==> src/rtl/trace_frame_builder.sv <==
// TPIU sync detector and frame builder for trace half-words. Finds 0xFFFF/0x7FFF full sync,
// strips padding and emits payload in 8-word frames, rolling back partial frames on loss or realign.
module trace_frame_builder #(
  parameter int SYNC_LOSS_LOG2 = 12
) (
  input  logic        wrClk,
  input  logic        rst,
  input  logic [15:0] TraceWd,
  input  logic        TraceWdAvail,
  output logic        WdAvail,
  output logic [15:0] PacketWd,
  output logic        PacketReset,
  output logic        sync,
  output logic [15:0] FrameCount
);

  localparam int DATA_W = 16;
  localparam logic [DATA_W-1:0] FULL_SYNC_HI = 16'hFFFF;
  localparam logic [DATA_W-1:0] HALF_SYNC    = 16'h7FFF;
  localparam logic [SYNC_LOSS_LOG2-1:0] LOSS_TOP = '1;

  typedef enum logic {
    UNSYNC = 1'b0,
    SYNCED = 1'b1
  } state_t;

  state_t                    state;
  logic [DATA_W-1:0]         hold_wd_p0;
  logic                      hold_vld_p0;
  logic [2:0]                word_idx;
  logic [SYNC_LOSS_LOG2-1:0] loss_cnt;

  logic                      full_sync;
  logic                      half_sync;
  logic [SYNC_LOSS_LOG2-1:0] loss_next;
  logic                      loss_hit;

  function automatic logic [SYNC_LOSS_LOG2-1:0] sat_inc(input logic [SYNC_LOSS_LOG2-1:0] v);
    if (v == LOSS_TOP) return v;
    return v + {{(SYNC_LOSS_LOG2-1){1'b0}}, 1'b1};
  endfunction

  always_comb begin
    full_sync = hold_vld_p0 && (hold_wd_p0 == FULL_SYNC_HI) && (TraceWd == HALF_SYNC);
    half_sync = (hold_wd_p0 == HALF_SYNC);
    loss_next = sat_inc(loss_cnt);
    loss_hit  = (state == SYNCED) && (loss_next == LOSS_TOP);
  end

  // Stage p0 -> outputs: held word is judged against the incoming word on each strobe
  always_ff @(posedge wrClk) begin
    if (rst) begin
      state       <= UNSYNC;
      hold_wd_p0  <= '0;
      hold_vld_p0 <= 1'b0;
      word_idx    <= '0;
      loss_cnt    <= '0;
      WdAvail     <= 1'b0;
      PacketWd    <= '0;
      PacketReset <= 1'b0;
      sync        <= 1'b0;
      FrameCount  <= '0;
    end else begin
      WdAvail     <= 1'b0;
      PacketReset <= 1'b0;
      if (TraceWdAvail) begin
        hold_wd_p0  <= TraceWd;
        hold_vld_p0 <= 1'b1;
        if (full_sync) begin
          hold_vld_p0 <= 1'b0;
          loss_cnt    <= '0;
          state       <= SYNCED;
          sync        <= 1'b1;
          if (word_idx != 3'd0) begin
            PacketReset <= 1'b1;
            word_idx    <= '0;
          end
        end else if (loss_hit) begin
          // Held word is dropped; any partial frame is rolled back downstream
          loss_cnt <= loss_next;
          state    <= UNSYNC;
          sync     <= 1'b0;
          if (word_idx != 3'd0) begin
            PacketReset <= 1'b1;
            word_idx    <= '0;
          end
        end else begin
          if (state == SYNCED) loss_cnt <= loss_next;
          if (hold_vld_p0 && !half_sync && (state == SYNCED)) begin
            WdAvail  <= 1'b1;
            PacketWd <= hold_wd_p0;
            word_idx <= word_idx + 3'd1;
            if (word_idx == 3'd7) FrameCount <= FrameCount + 16'd1;
          end
        end
      end
    end
  end

endmodule
==> config.mk <==
export PLATFORM = sky130hd
export DESIGN_NAME = trace_frame_builder
export DESIGN_NICKNAME = d
export VERILOG_FILES = /design/src/rtl/trace_frame_builder.sv
export SDC_FILE = /design/constraint.sdc
export NUM_CORES = 1
export LEC_CHECK = 0
export BUFFER_PORTS_ARGS = -buffer_cell sky130_fd_sc_hd__buf_2
export CORE_MARGIN = 5
export CORE_UTILIZATION = 50
export CTS_CLUSTER_DIAMETER = 40
export DETAILED_ROUTE_END_ITERATION = 6
export PLACE_DENSITY = 0.75
export SYNTH_ARGS = -nofsm -noshare
export SYNTH_HDL_FRONTEND = slang
export SYNTH_SLANG_ARGS = --single-unit
==> constraint.sdc <==
create_clock -name wrClk -period 2.6 [get_ports wrClk]
set_input_delay 0 -clock wrClk [delete_from_list [all_inputs] [get_ports wrClk]]
set_output_delay 0 -clock wrClk [all_outputs]
set_load 0.02 [all_outputs]
* Word-level counts from Yosys, hierarchy flattened
Index checks and enable logic that the tools add are counted.
Word-level totals: flip-flop bits (word level) 67, input bits 19, output and inout port bits 35, word-level logic and storage cells 55
Operators by class: add/sub/neg operators 3, equal/unequal tests 6, multiplexer cells 17, bitwise operators 3, reductions and logical operators 17
Operators with widths (count):
- $mux W12 | 5
- $eq A16 B15 Y1 const B | 2
- $eq A12 B12 Y1 const B | 2
- $add A16 B1 Y16 const B | 1
- $eq A16 B16 Y1 const B | 1
- $add A12 B1 Y12 const B | 1
- $mux W3 | 4
- $reduce_bool A3 Y1 | 3
- $mux W1 | 8
- $reduce_and A2 Y1 | 3
- $logic_and A1 B1 Y1 | 5
- $reduce_and A5 Y1 | 1
- $reduce_and A4 Y1 | 1
- $reduce_or A4 Y1 | 1
- $add A3 B1 Y3 const B | 1
- $eq A3 B3 Y1 const B | 1
- $not A1 Y1 | 3
- $reduce_bool A2 Y1 | 1
- $reduce_or A2 Y1 | 1
- $logic_not A1 Y1 | 1

* Logic depth before layout (Yosys ltp)
Gate-level depths: netlist of run 1.
depth after elaboration 7, mapped depth 10, gate-level depth less buffers 8

* Least setup slack after synthesis of run 1
Ideal clock, no wire load.
path kind reg2reg, from register loss_cnt[0], to register FrameCount[14], library setup time 70 ps, arrival 2694 ps, data required time 2530 ps, path slack -165 ps, stages on the path, launching flop included 10, path buffers 1, period minus slack after synthesis 2765 ps, cell sequence dfxtp_1 ha_1 nand3_2 or4_4 o21a_4 o2111a_2 or3_1 buf_2 or4_1 a21oi_1
On the way: longest elaborated chain between the ends 7, elaborated cells between the ends (all ways) 9, classes of those cells add/sub (1); eq/ne (2); mux (3); bitwise (1); reduce/logical (2)
Ends and longest elaborated chain:
- from (decl) | line 31 | logic [SYNC_LOSS_LOG2-1:0] loss_cnt;
- from (signal assigned) | line 80 | loss_cnt <= loss_next;
- from (signal assigned) | line 88 | if (state == SYNCED) loss_cnt <= loss_next;
- branches (longest 2 deep; another with $add A12 B1 Y12)
- $mux W12 * | line 40 | return v + {{(SYNC_LOSS_LOG2-1){1'b0}}, 1'b1};
- $eq A12 B12 Y1 * | line 47 | loss_hit = (state == SYNCED) && (loss_next == LOSS_TOP);
- $logic_and A1 B1 Y1 * | line 47
- $not A1 Y1 (no source line) *
- $reduce_and A5 Y1 (no source line) *
- to (signal assigned) | line 93 | if (word_idx == 3'd7) FrameCount <= FrameCount + 16'd1;
- to (decl) | line 14 | output logic [15:0] FrameCount
Mark *: on every way between the ends. The select of a mux whose other input is x is not followed. A chain may end at the register's enable or synchronous reset.

* Final worst setup path of run 1
from register loss_cnt[0], to register FrameCount[8]
Same word-level chain as after synthesis.

==> out/metrics.cfg, run 1 <==
[run_status]
status=finished clean

[route]
vias=3161
met3RoutedLength_um=414
ant_nets=0
wl_met2_mm=4.06
route.detailed.drc=0
via_per_inst=5.69
wl_met1_mm=3.72
drt-wirelength-per-cell_um=15.2
highest_layer=met4
drtIter0Drc=245
drt-total-wl_mm=8.45
firstDrtPassIters=4

[final_layout]
most-common-layout-cells=62 x dfxtp_1, 55 x nand2_1, 53 x buf_2
area_growth_pct=28.1
final_common_cell=dfxtp_1
drive_above_1_share=0.243
nNetsFinal=497
design_area_um2=4060
final_core_util=0.647

[sta]
relSlewSlack=0.438
final_hold_viol_count=0
setup_viol=0
fmax_ghz=0.394
tightest_slew_ns=0.833
rsz0062_at_grt=yes
slew_violations=0
skew_ns=0.0131
fin_crit_sh=0.976
fin_crit_ns=2.54

[grt]
antenna_found_initial=0
grt_pass1_vias=2965
grt_pass1_wl_mm=13.7
grt_usage=0.219
overflow=0
grt_max_degree=45

[critical_path]
arrival_ns=2.81
cpMostUsedCell=or4_4
worstPathRequired_ns=2.88
critical_path.cell_chain=ha_4 -> nand3_4 -> or4_4 -> o21a_4 -> o2111a_2 -> or3_4 -> or4_4 -> a21oi_2
endpoint_kind=flop
slowest_delay_ns=0.52
slowest_stage=or4_4
cp_max_fo=5
worst_setup_path_start_kind=flop
setup.worst_path.class=flop to flop

[synthesis]
syn_inst=391
synthTopCellsByArea=dfxtp_1 42%, nand2_1 6.5%, a21oi_1 6.2%, nor2_1 6.2%, mux2i_1 5.0%
netlist_area_um2=3170
syn_nets=415
synth_edf_count=0
ys_ff_latch=67
yosys.area.top_type=dfxtp_1
async_reset_ff_frac=0
yosysTopAreaCellShare=0.423
synth_ff_type=dfxtp_1
seq_area_frac_synth=0.423
ys_warn_count=0
synthDistinctLibCells=48
avgSynthCellArea_um2=8.12

[power_and_ir_drop]
p_per_area_nw_per_um2=502
p_leak_nw=1.62
vdd_drop_max_uv=357

[floorplanning]
chipWidth_um=89.7
start_util=0.505
design.core.area_um2=6280
ios=54
rows=29
die_y_um=89.7
die-area_um2=8040

[placed_design]
hpwlAfterDp_mm=5.67
dpl-instance-area_um2=3640
portBuffers=53
gp_congestion=0.898

[min_path]
hold_path_class=primary input to flop

[cts]
clk_latency_ns=0.35
htreeDepth=3
cts_buffers=9
clk_pin_slew_ns=0.07
cts_tree=built
cts_buffer_depth=2
cts_num_sinks=67
clock-root-buffer=clkbuf_8

[run]
maxCapViolations=0

## sequential cells by signal, summed over array words and instances (netlist names)
signal	cells
FrameCount	16
PacketReset	1
PacketWd	16
WdAvail	1
hold_vld_p0	1
hold_wd_p0	16
loss_cnt	12
state	1
word_idx	3
## cell usage after synthesis, drive strengths merged, types with 2 or more instances
master  count
a211oi      2
a21oi      39
a22oi       4
a31oi       3
and2        3
and3        7
buf         6
clkbuf     13
dfxtp      67
ha          5
inv         9
mux2        2
mux2i      16
nand2      55
nand2b      4
nand3      15
nand3b      2
nand4      16
nand4b      2
nor2       52
nor2b       3
nor3        9
nor4        4
o21a        2
o21ai      14
o31ai       4
or3         5
or4         5
xnor2       5
xor2        6
## layout make-up
class	count	area, µm²
repair buffers	90	596
inverters	9	33.8
well taps	77	96.3
clock buffers	9	124
clock inverters	7	76.3
flip-flops and latches	67	1350
multi-input cells	296	1780
fillers	528	2210
diodes	1	2.50
## power breakdown
group          internal (mW)  switching, mW
logic                 0.0468         0.0558
clock network          0.451          0.435
registers               1.04         0.0142
## layer usage
layer | GRT usage | vias to the layer above
met1 | 0.281 | 1493
met3 | 0.0356 | 27
met5 | 0 | -
met4 | 0.111 | 0
met2 | 0.354 | 95
li1 | - | 1546
## stage by stage
stage | TNS, ns | hold slack [ns] | setup slack [ns] | instances | power (mW)
finish | 0 | 0.210 | 0.0635 | 556 | 2.04
floorplan | 0 | 0.148 | 0.0126 | 391 | 1.12
CTS | 0 | 0.187 | 0.0179 | 554 | 2.05
global placement | 0 | 0.250 | 0.0468 | 522 | 1.15
global route | -0.0210 | 0.238 | -0.0199 | 555 | 2.11
detailed placement | -0.00575 | 0.266 | -0.00495 | 522 | 1.15
## critical path, delay by kind of cell, from the launching register on
kind            cells  cell delay (ns)
fa+ha+maj           1             0.17
simple gates        4             1.52
flops               1             0.36
compound gates      3             0.41
## kinds of logic after synthesis
family | Yosys count | synth area share
XOR/XNOR | 11 | 0.0304
AO/OA/AOI/OAI | 77 | 0.154
multiplexers | 18 | 0.0576
buffers and inverters | 28 | 0.0359
flip-flops | 67 | 0.423
adder cells (fa/ha/maj) | 5 | 0.0197
AND/OR/NAND/NOR | 185 | 0.280
## final timing paths
| kind | start | end | slack [ns] | cells after the start |
|---|---|---|---|---|
| min reg2reg | PacketWd[2] | PacketWd[2] | 0.46 | 2 |
| min | rst | PacketWd[15] | 0.21 | 2 |
| max | loss_cnt[0] | FrameCount[8] | 0.06 | 8 |
| max reg2reg | loss_cnt[0] | FrameCount[8] | 0.06 | 8 |
## repair_timing
action | in CTS | in global routing
hold endpoints to repair | 16 | 0
cloned | 0 | 0
pin swaps | 0 | 5
hold buffers | 16 | 0
endpoints found under the setup margin | 10 | 32
gates resized for setup | 2 | 11
buffers inserted | 0 | 1
(Power assumes the default switching activity.)
==> inputs of run 2 (changes only) <==
- SETUP_SLACK_MARGIN: not set -> 0.3
==> out/metrics.cfg, run 2 (synthesis gave the netlist of run 1 again) <==
[sta]
slew_violations=0
skew_ns=0.00839
rsz0062_at_grt=yes
fmax_ghz=0.412
final_hold_viol_count=0
relSlewSlack=0.472
fin_setup_tns_ns=0
fin_crit_ns=2.43
fin_crit_sh=0.934
setup_viol=0
tightest_slew_ns=0.792

[route]
firstDrtPassIters=4
route.detailed.drc=0
via_per_inst=5.65
vias=3151
drt-wirelength-per-cell_um=15.3
ant_nets=0
drtIter0Drc=174
drt-total-wl_mm=8.55

[power_and_ir_drop]
p_sw_uw=463
switching_share=0.226
p_per_area_nw_per_um2=497
power.internal_mw=1.58
vdd_drop_max_uv=285
p_comb_frac=0.049
p_leak_nw=1.64
power_frac_clock=0.437
p_seq_frac=0.514

[critical_path]
slowest_delay_ns=0.54
slowest_stage=or4b_4
worst_setup_path_start_kind=flop
cp_max_fo=5
endpoint_kind=flop
arrival_ns=2.66
setup.worst_path.class=flop to flop
r2r_slack_ns=0.17
critical_path.cell_chain=ha_4 -> xnor2_1 -> or4b_4 -> a2111oi_4 -> o2111a_2 -> buf_6 -> nor2_4 -> and3_1 -> mux2_2
worstPathRequired_ns=2.83

[final_layout]
final_common_cell=dfxtp_1
multiInputGateArea_um2=1790
nNetsFinal=500
final_core_util=0.656
antenna_cells=0
most-common-layout-cells=61 x dfxtp_1, 54 x nand2_1, 53 x buf_2
area_growth_pct=29.8
n_fill_cell=521
fin_cells=558
drive_above_1_share=0.245
top_regs=FrameCount: 16 flops, PacketWd: 16 flops, hold_wd_p0: 16 flops
regArea_um2=1350

[grt]
overflow=0
grt_pass1_wl_mm=13.7
grt_usage=0.219
grt_max_degree=46
antenna_found_initial=0
grt_pass1_vias=2957

[placed_design]
hpwlAfterDp_mm=5.43
portBuffers=53
dpl.cell_count=512
gp_congestion=0.875

[floorplanning]
ios=54
die-area_um2=8040
design.core.area_um2=6280
rows=29
start_util=0.505
chipWidth_um=89.7
die_y_um=89.7

[cts]
cts_buffers=9
htreeDepth=3
clk_latency_ns=0.34
clock-root-buffer=clkbuf_8
cts_buffer_depth=2
cts_num_sinks=67
cts_tree=built
clk_pin_slew_ns=0.07

[run]
maxCapViolations=0

[min_path]
hold_path_class=primary input to flop

[run_status]
status=finished clean

run 2: cell types whose count changed in the layout (fill, tap and decap cells not counted), sizes merged:
cell | previous run | this run
buf | 74 | 77
clkbuf | 9 | 13
clkinv | 3 | 1
diode | 1 | 0
inv | 11 | 9
run 2: area by class of cell:
| cell class | count | share of cell area |
|---|---|---|
| multi-input cells | 296 | 0.435 |
| flip-flops and latches | 67 | 0.329 |
| repair buffers | 93 | 0.155 |
| clock buffers | 13 | 0.0386 |
| well taps | 77 | 0.0234 |
| clock inverters | 3 | 0.0112 |
| inverters | 9 | 0.00820 |
run 2: worst max-delay path, delay by kind of cell, from the launching register on:
kind                       cells  cell delay, ns
AOI/OAI and AO/OA              2            0.55
DFF                            1            0.35
muxes                          1            0.26
buffers and inverters          1            0.11
and+or+nand+nor                3            0.76
xor gates and xnor gates       1            0.12
adders and majority gates      1            0.18
run 2: final timing paths:
check	startpoint	to	depth (start not counted)
worst max register to register	loss_cnt[1]	FrameCount[12]	9
worst max-delay path	loss_cnt[1]	FrameCount[12]	9
worst min register to register	PacketWd[6]	PacketWd[6]	2
worst min-delay path	rst	FrameCount[6]	2
run 2: per-stage QoR:
stage          power (mW)  hold slack (ns)  instance area, µm²  setup slack [ns]
6_report             2.05            0.230                4120             0.171
2_1_floorplan        1.12            0.148                3210             0.154
4_1_cts              2.06            0.212                4040             0.163
5_1_grt              2.11            0.264                4120            0.0869
3_3_place_gp         1.15            0.249                3560             0.119
3_5_place_dp         1.15            0.261                3560            0.0758
run 2: routing by layer:
metal / GRT usage / share of wire / wire length, µm
met5: 0 / 0 / 0
met4: 0.104 / 0.017 / 148
met3: 0.0456 / 0.062 / 534
met2: 0.356 / 0.49 / 4190
met1: 0.277 / 0.43 / 3670
run 2: power groups by stage:
stage / logic (mW) / registers [mW] / clock network [mW]
6_report: 0.0994 / 1.05 / 0.895
5_1_grt: 0.108 / 1.05 / 0.951
4_1_cts: 0.0971 / 1.05 / 0.908
3_5_place_dp: 0.0784 / 1.08 / 0
3_3_place_gp: 0.0772 / 1.08 / 0
2_1_floorplan: 0.0504 / 1.07 / 0
run 2: timing repair:
action / in CTS / in global routing
hold endpoints to repair: 16 / 0
resized for setup: 15 / 11
setup endpoints to repair: 33 / 46
pin swaps: 6 / 7
setup buffers: 8 / 5
gates cloned: 1 / 0
hold buffers: 16 / 0
